--- config.mk ---
export PLATFORM = sky130hd
export DESIGN_NAME = craps_multi_ctrl_flat
export DESIGN_NICKNAME = d
export VERILOG_FILES = /design/src/rtl/craps_multi_ctrl_if.sv /design/src/rtl/craps_multi_ctrl.sv /design/src/flat_wrapper.sv
export SDC_FILE = /design/constraint.sdc
export NUM_CORES = 1
export LEC_CHECK = 0
export BUFFER_PORTS_ARGS = -buffer_cell sky130_fd_sc_hd__clkbuf_2
export CAP_MARGIN = 20
export CORE_UTILIZATION = 60
export DETAILED_ROUTE_END_ITERATION = 12
export PLACE_DENSITY_LB_ADDON = 0.25
export SYNTH_ARGS = -nofsm -noshare
export SYNTH_HDL_FRONTEND = slang
export SYNTH_SLANG_ARGS = --single-unit
--- constraint.sdc ---
create_clock -name clk_i -period 5.7 [get_ports clk_i]
set_input_delay 0.855 -clock clk_i [delete_from_list [all_inputs] [get_ports clk_i]]
set_output_delay 0.855 -clock clk_i [all_outputs]
set_load 0.05 [all_outputs]
--- src/rtl/craps_multi_ctrl_if.sv ---
// Roll-button / dice-sum / result bundle between the game controller and its front end.
// The master drives the button, sum and ack; the slave (controller) drives the results.
interface craps_multi_ctrl_if #(
   parameter int unsigned SUM_W       = 4,
   parameter int unsigned NUM_PLAYERS = 2,
   parameter int unsigned PLAYER_W    = 1,
   parameter int unsigned SCORE_W     = 8
);
   logic                           rb;
   logic [SUM_W-1:0]               sum;
   logic                           ack;
   logic                           roll;
   logic                           win;
   logic                           lose;
   logic                           bad_sum;
   logic [PLAYER_W-1:0]            player;
   logic [SUM_W-1:0]               point;
   logic [NUM_PLAYERS*SCORE_W-1:0] scores;

   modport master (
      output rb, sum, ack,
      input  roll, win, lose, bad_sum, player, point, scores
   );

   modport slave (
      input  rb, sum, ack,
      output roll, win, lose, bad_sum, player, point, scores
   );
endinterface

--- src/rtl/craps_multi_ctrl.sv ---
// Craps first-roll / point-roll controller with rotating shooters, saturating per-player
// win counters, a point-phase roll limit and illegal-sum rejection.
module craps_multi_ctrl #(
   parameter int unsigned SUM_W        = 4,
   parameter int unsigned NUM_PLAYERS  = 2,
   parameter int unsigned PLAYER_W     = 1,
   parameter int unsigned SCORE_W      = 8,
   parameter int unsigned MAX_PT_ROLLS = 15
) (
   input logic                clk_i,
   input logic                rst_i,
   craps_multi_ctrl_if.slave  bus
);
   localparam int unsigned CntW = (MAX_PT_ROLLS == 0) ? 1 : $clog2(MAX_PT_ROLLS + 1);

   typedef enum logic [2:0] {
      StIdle  = 3'd0,
      StRoll1 = 3'd1,
      StPwait = 3'd2,
      StRoll2 = 3'd3,
      StWin   = 3'd4,
      StLose  = 3'd5
   } state_e;

   state_e                         state_q, state_d;
   logic [PLAYER_W-1:0]            player_q, player_d;
   logic [SUM_W-1:0]               point_q, point_d;
   logic [CntW-1:0]                cnt_q, cnt_d;
   logic [NUM_PLAYERS*SCORE_W-1:0] scores_q, scores_d;
   logic                           bad_sum_q, bad_sum_d;
   logic                           roll, win, lose, win_entry;
   logic                           sum_legal, sum_natural, sum_craps;
   logic [CntW-1:0]                cnt_inc;

   assign sum_legal   = (bus.sum >= SUM_W'(2)) && (bus.sum <= SUM_W'(12));
   assign sum_natural = (bus.sum == SUM_W'(7)) || (bus.sum == SUM_W'(11));
   assign sum_craps   = (bus.sum == SUM_W'(2)) || (bus.sum == SUM_W'(3)) ||
                        (bus.sum == SUM_W'(12));
   assign cnt_inc     = cnt_q + CntW'(1);

   always_comb begin
      state_d   = state_q;
      player_d  = player_q;
      point_d   = point_q;
      cnt_d     = cnt_q;
      scores_d  = scores_q;
      bad_sum_d = 1'b0;
      roll      = 1'b0;
      win       = 1'b0;
      lose      = 1'b0;
      win_entry = 1'b0;

      case (state_q)
         StIdle: begin
            if (bus.rb) state_d = StRoll1;
         end
         StRoll1: begin
            roll = bus.rb;
            if (!bus.rb) begin
               if (!sum_legal) begin
                  bad_sum_d = 1'b1;
               end else if (sum_natural) begin
                  state_d   = StWin;
                  win_entry = 1'b1;
               end else if (sum_craps) begin
                  state_d = StLose;
               end else begin
                  point_d = bus.sum;
                  cnt_d   = '0;
                  state_d = StPwait;
               end
            end
         end
         StPwait: begin
            if (bus.rb) state_d = StRoll2;
         end
         StRoll2: begin
            roll = bus.rb;
            if (!bus.rb) begin
               if (!sum_legal) begin
                  bad_sum_d = 1'b1;
               end else if (bus.sum == point_q) begin
                  state_d   = StWin;
                  win_entry = 1'b1;
               end else if (bus.sum == SUM_W'(7)) begin
                  state_d = StLose;
               end else begin
                  cnt_d = cnt_inc;
                  // A zero limit means the point phase may run forever.
                  if ((MAX_PT_ROLLS != 0) && (cnt_inc == CntW'(MAX_PT_ROLLS))) begin
                     state_d = StLose;
                  end else begin
                     state_d = StPwait;
                  end
               end
            end
         end
         StWin: begin
            win = 1'b1;
            if (bus.ack) begin
               state_d = StIdle;
               point_d = '0;
            end
         end
         StLose: begin
            lose = 1'b1;
            if (bus.ack) begin
               state_d  = StIdle;
               point_d  = '0;
               player_d = (player_q == PLAYER_W'(NUM_PLAYERS - 1)) ? '0
                                                                   : player_q + PLAYER_W'(1);
            end
         end
         default: state_d = StIdle;
      endcase

      for (int k = 0; k < NUM_PLAYERS; k++) begin
         if (win_entry && (player_q == PLAYER_W'(k)) &&
             (scores_q[k*SCORE_W +: SCORE_W] != {SCORE_W{1'b1}})) begin
            scores_d[k*SCORE_W +: SCORE_W] = scores_q[k*SCORE_W +: SCORE_W] + SCORE_W'(1);
         end
      end
   end

   always_ff @(posedge clk_i or posedge rst_i) begin
      if (rst_i) begin
         state_q   <= StIdle;
         player_q  <= '0;
         point_q   <= '0;
         cnt_q     <= '0;
         scores_q  <= '0;
         bad_sum_q <= 1'b0;
      end else begin
         state_q   <= state_d;
         player_q  <= player_d;
         point_q   <= point_d;
         cnt_q     <= cnt_d;
         scores_q  <= scores_d;
         bad_sum_q <= bad_sum_d;
      end
   end

   assign bus.roll    = roll;
   assign bus.win     = win;
   assign bus.lose    = lose;
   assign bus.bad_sum = bad_sum_q;
   assign bus.player  = player_q;
   assign bus.point   = point_q;
   assign bus.scores  = scores_q;
endmodule

--- src/flat_wrapper.sv ---
// flat-port wrapper written by rule: the top's interface ports become plain ports
module craps_multi_ctrl_flat 
#(
   parameter int unsigned SUM_W        = 4,
   parameter int unsigned NUM_PLAYERS  = 2,
   parameter int unsigned PLAYER_W     = 1,
   parameter int unsigned SCORE_W      = 8,
   parameter int unsigned MAX_PT_ROLLS = 15
)
  (clk_i, rst_i, bus_rb, bus_sum, bus_ack, bus_roll, bus_win, bus_lose, bus_bad_sum, bus_player, bus_point, bus_scores);
  craps_multi_ctrl_if #(.SUM_W(SUM_W), .NUM_PLAYERS(NUM_PLAYERS), .PLAYER_W(PLAYER_W), .SCORE_W(SCORE_W)) bus_i ();
  input logic clk_i;
  input logic rst_i;
  input wire logic [$bits(bus_i.rb)-1:0] bus_rb;
  input wire logic [$bits(bus_i.sum)-1:0] bus_sum;
  input wire logic [$bits(bus_i.ack)-1:0] bus_ack;
  output wire logic [$bits(bus_i.roll)-1:0] bus_roll;
  output wire logic [$bits(bus_i.win)-1:0] bus_win;
  output wire logic [$bits(bus_i.lose)-1:0] bus_lose;
  output wire logic [$bits(bus_i.bad_sum)-1:0] bus_bad_sum;
  output wire logic [$bits(bus_i.player)-1:0] bus_player;
  output wire logic [$bits(bus_i.point)-1:0] bus_point;
  output wire logic [$bits(bus_i.scores)-1:0] bus_scores;
  assign bus_i.rb = bus_rb;
  assign bus_i.sum = bus_sum;
  assign bus_i.ack = bus_ack;
  assign bus_roll = bus_i.roll;
  assign bus_win = bus_i.win;
  assign bus_lose = bus_i.lose;
  assign bus_bad_sum = bus_i.bad_sum;
  assign bus_player = bus_i.player;
  assign bus_point = bus_i.point;
  assign bus_scores = bus_i.scores;
  craps_multi_ctrl #(.SUM_W(SUM_W), .NUM_PLAYERS(NUM_PLAYERS), .PLAYER_W(PLAYER_W), .SCORE_W(SCORE_W), .MAX_PT_ROLLS(MAX_PT_ROLLS)) u_core (.clk_i(clk_i), .rst_i(rst_i), .bus(bus_i));
endmodule
==> PnR_summary.wiki <==
{| class="wikitable"
! Metric !! Value
|-
| Area added between synthesis and finish || 13.9%
|-
| Clock Pin Slew Worst Setup and Hold Paths || 0.09 ns
|-
| Sum of negative setup slack || 0 ns
|-
| Via density per instance || a little over 6
|-
| Placement row count || 19
|-
| Fraction of synthesis flops using an asynchronous set or reset pin || between 90% and 100%
|-
| Seq/Total Area, Yosys || slightly below 40%
|-
| Number of cells upsized or downsized after cts || 0
|-
| Maximum achievable frequency || about 380 MHz
|-
| Post-route clock skew || approximately 0.0066 ns
|-
| Hold buffers post-CTS || 0
|-
| Max-cap viol count || 0
|-
| Arrival time worst endpoint || approximately 1.8 ns
|-
| HPWL after DPL || around 2.8 mm
|-
| Largest cells by area after synthesis || dfrtp_1 39%, xor2_1 6.6%, mux2_2 4.8%, nor2_1 2.8%, ha_1 2.7%
|-
| Layer with the highest usage || met2
|-
| Design Power || around 900 uW
|-
| Grt met1 use || 33.3%
|-
| Max Transition Viols Final || 0
|-
| Sum of routed wire length over all layers || 3.83 mm
|-
| Post-synthesis sequential element count || 29
|-
| Worst slew margin relative to its limit || a little under three fifths
|-
| First-pass DRT Iterations || 10
|-
| Met2 Resource Use GR || about two fifths
|-
| Fin crit period || roughly 2.6 ns
|-
| Area of the core || between 2000 and 3000 um2
|-
| GRT Residual Overflow || 0
|-
| Root Driver || clkbuf_4
|-
| Post-Syn Instances || between 150 and 200
|-
| EDFF count, synth || 0
|-
| Max IR drop VDD || approximately 0.35 mV
|-
| Fin cells || 248
|-
| Multi-input gate area in the final layout || 1060 um2
|-
| Number of I/O port buffers || 32
|-
| Commonest non-fill, non-tap cells in the layout || 32 x clkbuf_2, 29 x dfrtp_1, 14 x xor2_1, 14 x nor2_1, 12 x nand2_1
|-
| Outcome || finished with violations
|-
| Final setup violation count || 0
|-
| Final Util || roughly 75%
|-
| Total CTS buffers || 5
|-
| NetSw || roughly 410 uW
|-
| All-layer global routing usage || between 20 and 30%
|-
| GP Congestion || just over 0.9
|-
| Diode count || 0
|-
| Combinational Power Share || about 43%
|-
| Post-Syn Area || roughly 1900 um2
|-
| Crit Path Class || flip-flop to output port
|-
| Starting density of the core || roughly 66%
|-
| Die X || slightly below 60 um
|-
| Kind of path behind the tightest hold check || input pin to async pin
|-
| Vias in the first global route || 1409
|-
| Violated checks || DRC
|-
| Average wire length per cell after detail routing || about 15 um
|-
| Global routing met3 resource utilization || under 10%
|-
| Clock network fraction of design power || 19.0%
|-
| Top flip-flop cell by instance count after synthesis || dfrtp_1
|-
| Cell-internal power || slightly below 500 uW
|-
| Sequential group share of total power || between 30% and 40%
|-
| H-tree levels || 2
|-
| Endpoint type of the worst setup path || output port
|-
| Overall die area || roughly 3300 um2
|-
| Power density of the placed cells || roughly 420 nW/um2
|-
| Share of Yosys cell area claimed by the top area cell type || just under 40%
|-
| Total via count in the routed design || 1515
|-
| Worst slack at placement || around 3 ns
|-
| Crit path required time || 4.85 ns
|-
| Total number of nets in the final design || 228
|-
| Leading cell type in the layout, fill and taps excluded || clkbuf_2
|-
| Number of antenna violations at the first check in global routing || 0
|-
| Post-route fraction of the period consumed by the critical path || roughly 46%
|-
| DRC violations left || 2
|-
| Max Fanout on Critical Path || 18
|-
| Switching share of total power || 45.9%
|-
| Category of the worst setup path launch point || flip-flop
|-
| Leading area contributor after synthesis || dfrtp_1
|-
| Ports placed on the boundary || 33
|-
| Initial drt markers || 94
|-
| Cell count after placement || roughly 240
|-
| Clock tree from TritonCTS || yes
|-
| Static leakage power || around 1.0 nW
|-
| Average cell area after synthesis || 10.1 um2
|-
| Slew at the pin with the worst max-slew slack || about 0.64 ns
|-
| Number of distinct library cells after synthesis || 60
|-
| # fillers || about 200
|-
| Slack of the critical path || ~3.1 ns
|-
| Post-CTS setup buffer count || 0
|-
| Max Root-Sink Buffers || 2
|-
| RSZ-0062 raised after global routing || false
|-
| Global-route wire length before repair || approximately 6.5 mm
|-
| Share of layout cells above drive strength 1 || approximately 29%
|-
| Remaining antenna violation count || 0
|-
| Number of hold violations in the final report || 0
|-
| Skew-Pair Late Insertion Delay || just over 0.3 ns
|-
| Sequential Area || ~730 um2
|-
| Clock sinks || 29
|-
| Number of nets in the synthesized netlist || 197
|-
| Warning count from the yosys run || 0
|-
| Maximum number of pins on one net before global-route repair || 30
|-
| Vertical extent of the die || 57.8 um
|}
cells in the mapped netlist, types with 5 or more instances:
master,number
a21oi_1,5
nand2b_1,5
dfrtp_1,29
nand2_1,12
inv_1,8
nor4_1,6
mux2_2,8
xor2_1,14
nand3_1,9
nor2_1,14
routing by layer:
| layer | wire [um] | part of all wire (%) | vias to the layer above |
|---|---|---|---|
| li1 | - | - | 736 |
| met1 | 1710 | 45 | 736 |
| met2 | 1950 | 51 | 41 |
| met3 | 153 | 4.0 | 2 |
| met4 | 15 | 0.39 | 0 |
| met5 | 0 | 0 | - |
worst paths after layout:
path,from,end,slack [ns],cells after the start
max in group asynchronous,rst_i,u_core.bus.point[2],4.80,3
min reg2reg,u_core.bus.scores[7],u_core.bus.scores[7],0.52,1
min in group clk_i,u_core.bus.scores[7],u_core.bus.scores[7],0.52,1
max reg2reg,u_core.state_q[2],u_core.bus.scores[9],3.31,5
max,u_core.state_q[1],bus_lose,3.08,3
min,rst_i,u_core.bus.scores[9],0.47,2
cells by family after synthesis:
family	count (synthesis)	share of synthesized area, %
compound gates	30	14.2
simple gates	79	26.6
fa+ha+maj	4	2.68
mux	9	5.35
xor+xnor	17	7.97
flops	29	38.8
buf+inv	17	4.35
state kept, by name (all words and copies together), names as in the netlist:
| name | count |
|---|---|
| u_core.bus.scores | 16 |
| u_core.bus.bad_sum | 1 |
| u_core.cnt_q | 4 |
| u_core.bus.point | 4 |
| u_core.state_q | 3 |
| u_core.bus.player | 1 |
area by class of cell:
class / count / area share [%]
inverter: 8 / 1.41
clock buffer: 7 / 2.59
tap: 31 / 1.82
multi-input combinational: 139 / 49.9
clock inverter: 1 / 1.41
sequential: 29 / 34.1
timing repair buffer: 33 / 8.81
worst max-delay path, stage by stage (launching register included):
cell,delay [ns]
dfrtp_1,0.61
nand2b_1,0.31
nor2_1,0.21
clkbuf_2,0.32
power groups by stage:
stage	sequential (mW)	clock, mW	combinational, mW
6_report	0.345	0.172	0.387
5_1_grt	0.356	0.186	0.415
4_1_cts	0.344	0.177	0.386
3_5_place_dp	0.348	0	0.383
3_3_place_gp	0.344	0	0.370
2_1_floorplan	0.412	0	0.240
per-stage QoR:
step / hold WS, ns / area [um2]
5_1_grt: 0.479 / 2130
3_3_place_gp: 0.494 / 2020
4_1_cts: 0.523 / 2100
6_report: 0.470 / 2130
3_5_place_dp: 0.505 / 2020
2_1_floorplan: 0.526 / 1870
(Power assumes the default switching activity.)
